**src/rtl/uart_rx_fifo.sv**
```systemverilog
// uart_rx_fifo: 8N1 UART receiver with a small first-word-fall-through FIFO.
// The rxd line is synchronised, each bit is sampled at its centre, and completed
// bytes are queued for the CPU side. The CPU side drains the queue with rd_req/data_valid.
module uart_rx_fifo #(
    parameter int unsigned CLKS_PER_BIT = 434,
    parameter int unsigned FIFO_AW      = 2
) (
    input  logic               clk,
    input  logic               reset,
    input  logic               rxd,
    input  logic               rd_req,
    output logic [7:0]         rd_data,
    output logic               data_valid,
    output logic [FIFO_AW:0]   fifo_count,
    output logic               frame_err,
    output logic               overrun,
    input  logic               err_clr
);

    localparam int unsigned DEPTH = 1 << FIFO_AW;
    localparam int unsigned CW    = $clog2(CLKS_PER_BIT);
    localparam logic [CW-1:0] CNT_HALF = CW'(CLKS_PER_BIT / 2 - 1);
    localparam logic [CW-1:0] CNT_LAST = CW'(CLKS_PER_BIT - 1);

    typedef enum logic [2:0] {S_IDLE, S_START, S_DATA, S_STOP, S_WAIT} state_t;

    state_t            r_state, w_state_nxt;
    logic [1:0]        r_sync;
    logic              w_rxs;
    logic [CW-1:0]     r_cnt, w_cnt_nxt;
    logic [2:0]        r_idx, w_idx_nxt;
    logic [7:0]        r_shift, w_shift_nxt;
    logic              w_push, w_frame_set;

    logic [7:0]        r_mem [DEPTH];
    logic [FIFO_AW:0]  r_wptr, r_rptr, w_wptr_nxt, w_rptr_nxt, w_count;
    logic              r_valid;
    logic [7:0]        r_rdata, w_head;
    logic              w_full, w_pop, w_wr, w_ovr_set;
    logic              r_frame_err, r_overrun;

    assign w_rxs = r_sync[1];

    // Two-flop synchroniser for the asynchronous rxd line (idle high)
    always_ff @(posedge clk or posedge reset) begin
        if (reset) r_sync <= '1;
        else       r_sync <= {r_sync[0], rxd};
    end

    // Receiver state, bit counter, bit index and shift register
    always_ff @(posedge clk or posedge reset) begin
        if (reset) begin
            r_state <= S_IDLE;
            r_cnt   <= '0;
            r_idx   <= '0;
            r_shift <= '0;
        end else begin
            r_state <= w_state_nxt;
            r_cnt   <= w_cnt_nxt;
            r_idx   <= w_idx_nxt;
            r_shift <= w_shift_nxt;
        end
    end

    // Deframing: half-bit into START, then full-bit steps land on bit centres
    always_comb begin
        w_state_nxt = r_state;
        w_cnt_nxt   = r_cnt + 1'b1;
        w_idx_nxt   = r_idx;
        w_shift_nxt = r_shift;
        w_push      = 1'b0;
        w_frame_set = 1'b0;
        case (r_state)
            S_IDLE: begin
                w_cnt_nxt = '0;
                if (!w_rxs) w_state_nxt = S_START;
            end
            S_START: begin
                if (r_cnt == CNT_HALF) begin
                    w_cnt_nxt   = '0;
                    w_idx_nxt   = '0;
                    w_state_nxt = w_rxs ? S_IDLE : S_DATA;
                end
            end
            S_DATA: begin
                if (r_cnt == CNT_LAST) begin
                    w_cnt_nxt          = '0;
                    w_shift_nxt[r_idx] = w_rxs;
                    w_idx_nxt          = r_idx + 1'b1;
                    if (r_idx == 3'd7) w_state_nxt = S_STOP;
                end
            end
            S_STOP: begin
                if (r_cnt == CNT_LAST) begin
                    w_cnt_nxt = '0;
                    if (w_rxs) begin
                        w_push      = 1'b1;
                        w_state_nxt = S_IDLE;
                    end else begin
                        w_frame_set = 1'b1;
                        w_state_nxt = S_WAIT;
                    end
                end
            end
            S_WAIT: begin
                w_cnt_nxt = '0;
                if (w_rxs) w_state_nxt = S_IDLE;
            end
            default: begin
                w_cnt_nxt   = '0;
                w_state_nxt = S_IDLE;
            end
        endcase
    end

    // FIFO control: a pop in the same cycle frees the slot for a push into a full FIFO
    always_comb begin
        w_count    = r_wptr - r_rptr;
        w_full     = (w_count == (FIFO_AW + 1)'(DEPTH));
        w_pop      = rd_req && r_valid;
        w_wr       = w_push && (!w_full || w_pop);
        w_ovr_set  = w_push && w_full && !w_pop;
        w_wptr_nxt = r_wptr + {{FIFO_AW{1'b0}}, w_wr};
        w_rptr_nxt = r_rptr + {{FIFO_AW{1'b0}}, w_pop};
        // The new head comes straight from the shift register when it is being written this cycle
        if (w_wr && (r_wptr[FIFO_AW-1:0] == w_rptr_nxt[FIFO_AW-1:0]))
            w_head = r_shift;
        else
            w_head = r_mem[w_rptr_nxt[FIFO_AW-1:0]];
    end

    // FIFO storage write
    always_ff @(posedge clk) begin
        if (w_wr) r_mem[r_wptr[FIFO_AW-1:0]] <= r_shift;
    end

    // FIFO pointers and registered head/valid outputs
    always_ff @(posedge clk or posedge reset) begin
        if (reset) begin
            r_wptr  <= '0;
            r_rptr  <= '0;
            r_valid <= 1'b0;
            r_rdata <= '0;
        end else begin
            r_wptr  <= w_wptr_nxt;
            r_rptr  <= w_rptr_nxt;
            r_valid <= (w_wptr_nxt != w_rptr_nxt);
            if (w_wptr_nxt != w_rptr_nxt) r_rdata <= w_head;
        end
    end

    // Sticky error flags; a new error wins over a simultaneous clear
    always_ff @(posedge clk or posedge reset) begin
        if (reset) begin
            r_frame_err <= 1'b0;
            r_overrun   <= 1'b0;
        end else begin
            if (w_frame_set)  r_frame_err <= 1'b1;
            else if (err_clr) r_frame_err <= 1'b0;
            if (w_ovr_set)    r_overrun   <= 1'b1;
            else if (err_clr) r_overrun   <= 1'b0;
        end
    end

    assign rd_data    = r_rdata;
    assign data_valid = r_valid;
    assign fifo_count = w_count;
    assign frame_err  = r_frame_err;
    assign overrun    = r_overrun;

endmodule

```
**config.mk**
```make
export PLATFORM = sky130hd
export DESIGN_NAME = uart_rx_fifo
export DESIGN_NICKNAME = d
export VERILOG_FILES = /design/src/rtl/uart_rx_fifo.sv
export SDC_FILE = /design/constraint.sdc
export NUM_CORES = 1
export LEC_CHECK = 0
export ABC_CLOCK_PERIOD_IN_PS = 5450
export CELL_PAD_IN_SITES_DETAIL_PLACEMENT = 0
export CELL_PAD_IN_SITES_GLOBAL_PLACEMENT = 1
export CORE_ASPECT_RATIO = 0.75
export CORE_UTILIZATION = 50
export DETAILED_ROUTE_END_ITERATION = 12
export PLACE_DENSITY_LB_ADDON = 0.15
export SLEW_MARGIN = 25
export SYNTH_ARGS = -nofsm -noshare
export SYNTH_HDL_FRONTEND = slang
export SYNTH_SLANG_ARGS = --single-unit
export TNS_END_PERCENT = 100
```
**constraint.sdc**
```tcl
create_clock -name clk -period 5.45 [get_ports clk]
set_input_delay 0.8175 -clock clk [delete_from_list [all_inputs] [get_ports clk]]
set_output_delay 0.8175 -clock clk [all_outputs]
set_load 0.01 [all_outputs]
```
==> flow_metrics.tcl, run 1 <==
set metrics [dict create \
    outcome "finished clean" \
    synth.area.top_cells "dfrtp_1, edfxtp_1, mux4_2" \
    cts-buffers-inserted 9 \
    clock_path_buffers 2 \
    post_drt_wl_per_cell_um 16.0 \
    finalWeightedCongestion 0.755 \
    cts_hold_buf 0 \
    start_util_pct 52.2 \
    syn_inst 240 \
    slew_headroom_pct 48.3 \
    wl_met1_mm 2.92 \
    die_x_um 95.7 \
    dp_cells 336 \
    finalSetupViolations 0 \
    period_share_pct 62.9 \
    die_y_um 72.3 \
    place_hpwl_mm 3.90 \
    worst_slew_pin_slew_ns 0.770 \
    fin_util_pct 60.0 \
    place_ws_ns 1.96 \
    antenna_found_initial 0 \
    finish.net_count 282 \
    rsz0062_at_grt "no" \
    async_reset_ff_share_pct 56.8 \
    antenna_cells 0 \
    synth_most_common_cell "dfrtp_1" \
    io_pins 19 \
    yosys_register_bits 74 \
    cts_root_buf "clkbuf_8" \
    grt_max_degree 43 \
    synth_top_area_cell "dfrtp_1" \
    grt_pass1_vias 1865 \
    synth_edf_count 32 \
    finalWirelength_mm 5.62 \
    dpl-instance-area_um2 3570 \
    critPathKind "register to register" \
    startpoint_type "register" \
    drc 0 \
    worstPathArrival_ns 3.66 \
    grtUsageTotal_pct 18.9 \
    met3_length_um 180 \
    syn_avg_cell_area_um2 13.7 \
    end_kind "register" \
    port_buffers 18 \
    cts_tree "built" \
    synthToLayoutAreaGrowth_pct 15.0 \
    synth_cell_type_count 37 \
    fin_ws_ns 2.02 \
    drv_slew 0 \
    min_period_ns 3.43 \
    tns_ns 0 \
    synth_top_area_share_pct 30.4 \
    vias 1863 \
    clock-sinks 74 \
    ys_warn_count 0 \
    wl_met2_mm 2.46 \
    clkSlewWorstSetupHoldPaths_ns 0.08 \
    die_area_um2 6920 \
    final_cells 352 \
    max_cap_violations 0 \
    cts_setup_buffers 0 \
    overflow 0 \
    synth_fp_nets 256 \
    powerDensity_nw_per_um2 380 \
    crit_fanout 24 \
    grt_pass1_wl_mm 9.45 \
    yosysSeqAreaShare_pct 61.1 \
    top_layer "met4" \
    placementRows 25 \
    drtPass1Iterations 4 \
    whs_ns 0.359 \
    hold_viol_final 0 \
    via_per_inst 5.29 \
    hold_path.class "register to register" \
    post_cts_resized 0 \
    drive_gt1_share_pct 16.2 \
    ys.flop_type "dfrtp_1" \
    clock_skew_ns 0.00856 \
    synth_common_cells "dfrtp_1, edfxtp_1, nor2_1" \
    synth_area_um2 3300 \
    leakage_nw 1.43 \
    core_um2 6320 \
    cts_max_level 3 \
    final_area_um2 3790 \
    drt_iter0_markers 54 \
    ir_drop_v 0.000195 \
    power.total_mw 1.44 \
    clock_latency_ns 0.35 \
    drtAntennaViolNets 0 \
    worstPathRequired_ns 5.69 \
    max_clock_freq_mhz 292 \
]
-- power breakdown --
| group | total (mW) | switching (mW) | internal, mW |
|---|---|---|---|
| Sequential | 0.627 | 0.0180 | 0.609 |
| Clock | 0.466 | 0.206 | 0.259 |
| Combinational | 0.349 | 0.172 | 0.177 |
-- registers in the layout, summed over array words and instances (netlist names) --
signal,cells
r_wptr,3
data_valid,1
frame_err,1
r_idx,3
rd_data,8
overrun,1
r_mem,32
r_cnt,9
r_shift,8
r_sync,2
r_rptr,3
r_state,3
-- placed cells by master, fill, tap and decap left out, types with 3 or more instances in the layout --
cell and n:
clkdlybuf4s50_1 18, nor2_1 18, dfrtp_1 40, mux2_2 8, nor4_1 4, a221o_1 8
inv_1 14, edfxtp_1 32, xor2_1 8, buf_4 6, xnor2_1 6, ha_1 10
nand2_1 13, mux4_2 8, nor3b_1 7, or3_1 3, nand2b_1 5, o21ai_0 3
nor3_1 6, nand3_1 6, nor2b_1 9, clkbuf_8 9
-- path summary, 6_finish.rpt --
check,from,end,slack [ns],cells after the start
worst max-delay path,r_wptr[0]$_DFF_PP0_,rd_data[3]$_DFFE_PP0P_,2.02,14
worst min-delay path,r_sync[0]$_DFF_PP1_,r_sync[1]$_DFF_PP1_,0.36,0
worst max register to register,r_wptr[0]$_DFF_PP0_,rd_data[3]$_DFFE_PP0P_,2.02,14
worst min register to register,r_sync[0]$_DFF_PP1_,r_sync[1]$_DFF_PP1_,0.36,0
max in group asynchronous,reset,r_sync[1]$_DFF_PP1_,4.17,3
min in group asynchronous,reset,r_wptr[2]$_DFF_PP0_,0.89,3
-- worst max-delay path, stage by stage, from the launching register on --
cell,delay (ns)
dfrtp_1,0.45
inv_1,0.11
ha_1,0.22
fa_1,0.37
xor3_1,0.21
and4_1,0.38
nor2_1,0.08
ha_1,0.19
ha_1,0.31
xnor2_1,0.16
nand2_1,0.09
nor2_1,0.09
buf_4,0.25
nor2b_1,0.08
a221o_1,0.32
-- cell families (layout without fill, tap and decap cells) --
group | after synthesis | count (layout) | synth area share (%)
and+or+nand+nor | 80 | 80 | 13.7
DFF | 74 | 74 | 61.1
buffers and inverters | 24 | 55 | 3.42
AOI/OAI and AO/OA | 20 | 20 | 4.75
muxes | 16 | 16 | 8.20
xor gates and xnor gates | 15 | 15 | 4.44
adders and majority gates | 11 | 11 | 4.40
-- final cells by class --
type / count / area (um^2)
timing repair buffer: 24 / 225
tap: 81 / 101
sequential: 74 / 2010
clock inverter: 6 / 90.1
clock buffer: 10 / 128
multi-input combinational: 142 / 1170
inverter: 15 / 56.3
fill: 527 / 2530
-- layer usage --
layer | track usage (%) | up-vias
li1 | - | 920
met1 | 26.7 | 910
met2 | 27.5 | 27
met3 | 6.29 | 6
met4 | 6.47 | 0
met5 | 0 | -
Power figures use the tool's default switching activity.
==> inputs of run 2 (changes only) <==
--- a/config.mk
+++ b/config.mk
@@ -5,11 +5,11 @@
 export SDC_FILE = /design/constraint.sdc
 export NUM_CORES = 1
 export LEC_CHECK = 0
-export ABC_CLOCK_PERIOD_IN_PS = 5450
+export ABC_CLOCK_PERIOD_IN_PS = 3100
 export CELL_PAD_IN_SITES_DETAIL_PLACEMENT = 0
 export CELL_PAD_IN_SITES_GLOBAL_PLACEMENT = 1
 export CORE_ASPECT_RATIO = 0.75
-export CORE_UTILIZATION = 50
+export CORE_UTILIZATION = 44
 export DETAILED_ROUTE_END_ITERATION = 12
 export PLACE_DENSITY_LB_ADDON = 0.15
 export SLEW_MARGIN = 25
==> constraint.sdc (replaced) <==
create_clock -name clk -period 3.1 [get_ports clk]
set_input_delay 0.465 -clock clk [delete_from_list [all_inputs] [get_ports clk]]
set_output_delay 0.465 -clock clk [all_outputs]
set_load 0.01 [all_outputs]
==> flow_metrics.tcl, run 2 (synthesized netlist as in run 1, its figures left out) <==
set metrics [dict create \
    drt_iter0_markers 105 \
    whs_ns 0.367 \
    clkSlewWorstSetupHoldPaths_ns 0.08 \
    final_area_um2 4030 \
    startpoint_type "register" \
    drtAntennaViolNets 0 \
    powerDensity_nw_per_um2 666 \
    cts_root_buf "clkbuf_8" \
    dpl-instance-area_um2 3720 \
    crit_fanout 5 \
    synthToLayoutAreaGrowth_pct 22.4 \
    crit_chain "ha_4, fa_2, xor3_1, and4_1, nor2_1, ha_2, ha_4, xor2_4, xor2_4, nor2_4, buf_4, a221o_1" \
    io_pins 19 \
    vias 1950 \
    drv_slew 0 \
    drtPass1Iterations 4 \
    final_cell_mix "dfrtp_1, edfxtp_1, buf_4, clkdlybuf4s50_1, nor2_1" \
    die_x_um 102 \
    die_area_um2 7840 \
    rsz0062_at_grt "no" \
    antenna_found_initial 0 \
    grt_max_degree 31 \
    die_y_um 77.0 \
    largest_reg_flops 32 \
    grtUsageTotal_pct 16.2 \
    finalWirelength_mm 5.73 \
    worstPathRequired_ns 3.34 \
    finish.net_count 303 \
    clock_latency_ns 0.35 \
    finalWeightedCongestion 0.770 \
    max_clock_freq_mhz 341 \
    max_cap_violations 0 \
    ir_drop_v 0.000283 \
    core_um2 7030 \
    overflow 0 \
    grt_pass1_wl_mm 9.43 \
    r2r-start "r_rptr[0]$_DFF_PP0_" \
    cpMaxStageDelayCell "dfrtp_1" \
    power.total_mw 2.69 \
    grt_pass1_vias 1907 \
    end_kind "register" \
    fin_ws_ns 0.164 \
    cts_max_level 3 \
    fill_cells 573 \
    worst_slew_pin_slew_ns 0.538 \
    hold_viol_final 0 \
    leakage_nw 1.52 \
    place_hpwl_mm 3.90 \
    cts-buffers-inserted 9 \
    start_util_pct 46.9 \
    antenna_cells 0 \
    period_share_pct 94.7 \
    cts_hold_buf 0 \
    clock_skew_ns 0.0124 \
    finalSetupViolations 0 \
    port_buffers 18 \
    outcome "finished clean" \
    place_ws_ns -0.0160 \
    critPathKind "register to register" \
    drc 0 \
    post_drt_wl_per_cell_um 14.7 \
    worstPathArrival_ns 3.17 \
    critPathLaunch "r_rptr[0]$_DFF_PP0_" \
    via_per_inst 5.00 \
    hold_path.class "register to register" \
    min_period_ns 2.94 \
    clock-sinks 74 \
    clock_path_buffers 2 \
    slowest_delay_ns 0.42 \
    placementRows 26 \
    hold_start "r_sync[0]$_DFF_PP1_" \
    slew_headroom_pct 64.1 \
    layout_commonest_cell "dfrtp_1" \
    drive_gt1_share_pct 25.7 \
    cts_tree "built" \
]
==> run 2: timing repair <==
item	in CTS	in global routing
gates cloned	1	1
pin swaps	2	3
endpoints found under the setup margin	3	8
resized for setup	3	5
hold endpoints to repair	0	0
buffers inserted	2	4
==> run 2: metal layers <==
layer | routed length, um | vias up | part of all wire, % | global-route usage, %
li1 | - | 968 | - | -
met1 | 2880 | 942 | 50 | 23.3
met2 | 2600 | 32 | 45 | 22.7
met3 | 185 | 8 | 3.2 | 5.38
met4 | 61 | 0 | 1.1 | 5.86
met5 | 0 | - | 0 | 0
==> run 2: path summary, 6_finish.rpt <==
check                                               to  slack (ns)  cells past startpoint
worst max-delay path            rd_data[4]$_DFFE_PP0P_        0.16                     12
worst min-delay path               r_sync[1]$_DFF_PP1_        0.37                      0
worst max register to register  rd_data[4]$_DFFE_PP0P_        0.16                     12
worst min register to register     r_sync[1]$_DFF_PP1_        0.37                      0
max in group asynchronous       r_shift[0]$_DFFE_PP0P_        2.07                      3
min in group asynchronous          r_wptr[2]$_DFF_PP0_        0.46                      2
==> run 2: where the power goes <==
group	total (mW)	switching (mW)	internal, mW
registers	1.10	0.0312	1.07
clock network	0.775	0.390	0.386
logic	0.809	0.387	0.422
==> run 2: area by class of cell <==
type | count | area, um^2 | area share [%]
Clock inverter | 7 | 82.6 | 2.05
Tap cell | 98 | 123 | 3.04
Sequential cell | 74 | 2010 | 50.0
Clock buffer | 9 | 124 | 3.07
Timing Repair Buffer | 43 | 368 | 9.12
Inverter | 15 | 57.6 | 1.43
Multi-Input combinational cell | 144 | 1260 | 31.3
==> run 2: worst max-delay path, delay by kind of cell (launching register included) <==
family | cells | cell delay (ns)
buffers and inverters | 1 | 0.14
AND/OR/NAND/NOR | 3 | 0.36
AO/OA/AOI/OAI | 1 | 0.33
flip-flops | 1 | 0.42
adder cells (fa/ha/maj) | 4 | 0.88
XOR/XNOR | 3 | 0.71
==> run 2: metrics by stage <==
step / cells / TNS [ns] / util (%)
6_report: 390 / 0 / 57.4
5_1_grt: 390 / 0 / 57.4
4_1_cts: 385 / 0 / 56.5
3_5_place_dp: 366 / -0.0389 / 53.0
3_3_place_gp: 366 / 0 / 53.0
2_1_floorplan: 240 / 0 / -
==> inputs of run 3 (changes only) <==
--- a/config.mk
+++ b/config.mk
@@ -9,7 +9,7 @@
 export CELL_PAD_IN_SITES_DETAIL_PLACEMENT = 0
 export CELL_PAD_IN_SITES_GLOBAL_PLACEMENT = 1
 export CORE_ASPECT_RATIO = 0.75
-export CORE_UTILIZATION = 44
+export CORE_UTILIZATION = 40
 export DETAILED_ROUTE_END_ITERATION = 12
 export PLACE_DENSITY_LB_ADDON = 0.15
 export SLEW_MARGIN = 25
==> flow_metrics.tcl, run 3 (synthesized netlist as in run 1, its figures left out) <==
set metrics [dict create \
    antenna_cells 0 \
    placementRows 28 \
    period_share_pct 96.2 \
    cts_root_buf "clkbuf_8" \
    drt_iter0_markers 52 \
    end_kind "register" \
    max_cap_violations 0 \
    startpoint_type "register" \
    clock_skew_ns 0.0129 \
    die_y_um 80.6 \
    outcome "finished clean" \
    antenna_found_initial 0 \
    crit_chain "ha_4, fa_2, xor3_1, and4_4, nor2_2, ha_2, ha_4, xor2_4, xor2_4, nor2_4, buf_4, a221o_1" \
    layout_commonest_cell "dfrtp_1" \
    cts_hold_buf 0 \
    worst_slew_pin_slew_ns 0.545 \
    hold_viol_final 0 \
    min_period_ns 2.98 \
    via_per_inst 4.94 \
    max_clock_freq_mhz 335 \
    clock_latency_ns 0.34 \
    slowest_delay_ns 0.42 \
    final_cells 399 \
    slew_headroom_pct 63.7 \
    worstPathArrival_ns 3.21 \
    vias 1971 \
    final_cell_mix "dfrtp_1, edfxtp_1, buf_4, clkdlybuf4s50_1, nor2_1" \
    grt_pass1_wl_mm 10.4 \
    finalSetupViolations 0 \
    hold_path.class "register to register" \
    fin_ws_ns 0.118 \
    finalWirelength_mm 6.00 \
    fin_util_pct 50.8 \
    grtUsageTotal_pct 16.1 \
    clock_path_buffers 2 \
    post_drt_wl_per_cell_um 15.0 \
    clkSlewWorstSetupHoldPaths_ns 0.08 \
    core_um2 7950 \
    worstReg2RegEnd "rd_data[6]$_DFFE_PP0P_" \
    crit_fanout 5 \
    port_buffers 18 \
    cts_max_level 3 \
    cts-buffers-inserted 9 \
    grt_pass1_vias 2036 \
    dp_cells 374 \
    finish.net_count 305 \
    r2r-start "r_rptr[0]$_DFF_PP0_" \
    die_area_um2 8610 \
    grt_max_degree 43 \
    die_x_um 107 \
    powerDensity_nw_per_um2 650 \
    drtAntennaViolNets 0 \
    io_pins 19 \
    path_delay_family "adder cells" \
    critPathKind "register to register" \
    worstPathRequired_ns 3.33 \
    cp.depth 12 \
    critPathBufInv 1 \
    drive_gt1_share_pct 25.9 \
    drc 0 \
    synthToLayoutAreaGrowth_pct 22.6 \
    place_hpwl_mm 3.98 \
    cts_tree "built" \
    drtPass1Iterations 4 \
    place_ws_ns 0.00501 \
    critPathLaunch "r_rptr[0]$_DFF_PP0_" \
    ir_drop_v 0.000334 \
    cp-endpoint "rd_data[6]$_DFFE_PP0P_" \
    whs_ns 0.361 \
    rrSetupSlack_ns 0.12 \
    largest_reg_flops 32 \
    finalWeightedCongestion 0.732 \
    cpMaxStageDelayCell "dfrtp_1" \
    worstRegToRegCells 12 \
    drv_slew 0 \
    leakage_nw 1.52 \
    clock-sinks 74 \
    fill_cells 678 \
    overflow 0 \
    start_util_pct 41.4 \
]
run 3: repair_timing:
action | in CTS | in global routing
setup endpoints to repair | 2 | 8
cloned | 1 | 2
setup buffers | 0 | 6
gates resized for setup | 2 | 7
pin swaps | 2 | 4
run 3: where the power goes:
| part | total, mW | switching [mW] | internal (mW) |
|---|---|---|---|
| clock network | 0.648 | 0.344 | 0.304 |
| logic | 0.873 | 0.420 | 0.452 |
| registers | 1.11 | 0.0345 | 1.07 |
| total | 2.63 | 0.799 | 1.83 |
run 3: through the flow:
stage / TNS (ns) / area, um^2 / total power [mW]
finish: 0 / 4040 / 2.63
global route: -0.0187 / 4040 / 2.79
CTS: 0 / 3930 / 2.50
detailed placement: 0 / 3740 / 1.82
global placement: 0 / 3740 / 1.82
floorplan: 0 / 3350 / 1.62
run 3: layer usage:
metal,GRT usage (%),share of wire [%],up-vias
met2,24.1,44,25
met5,0,0,-
met4,4.11,0.67,0
met3,5.60,3.1,4
li1,-,-,972
met1,22.2,53,970
run 3: cell type report:
| type | instances | area, um^2 | area share [%] |
|---|---|---|---|
| Clock buffer | 10 | 138 | 3.41 |
| Clock inverter | 6 | 32.5 | 0.805 |
| Inverter | 15 | 56.3 | 1.39 |
| Multi-Input combinational cell | 145 | 1280 | 31.7 |
| Sequential cell | 74 | 2010 | 49.9 |
| Tap cell | 105 | 131 | 3.25 |
| Timing Repair Buffer | 44 | 388 | 9.60 |
run 3: worst min-delay path by stage:
stage | endpoint | slack [ns] | cells past startpoint | from
3_5_place_dp | r_sync[1]$_DFF_PP1_ | 0.35 | 0 | r_sync[0]$_DFF_PP1_
5_1_grt | r_sync[1]$_DFF_PP1_ | 0.37 | 0 | r_sync[0]$_DFF_PP1_
6_report | r_sync[1]$_DFF_PP1_ | 0.36 | 0 | r_sync[0]$_DFF_PP1_
2_1_floorplan | r_sync[1]$_DFF_PP1_ | 0.35 | 0 | r_sync[0]$_DFF_PP1_
4_1_cts | r_sync[1]$_DFF_PP1_ | 0.36 | 0 | r_sync[0]$_DFF_PP1_
3_3_place_gp | r_sync[1]$_DFF_PP1_ | 0.35 | 0 | r_sync[0]$_DFF_PP1_
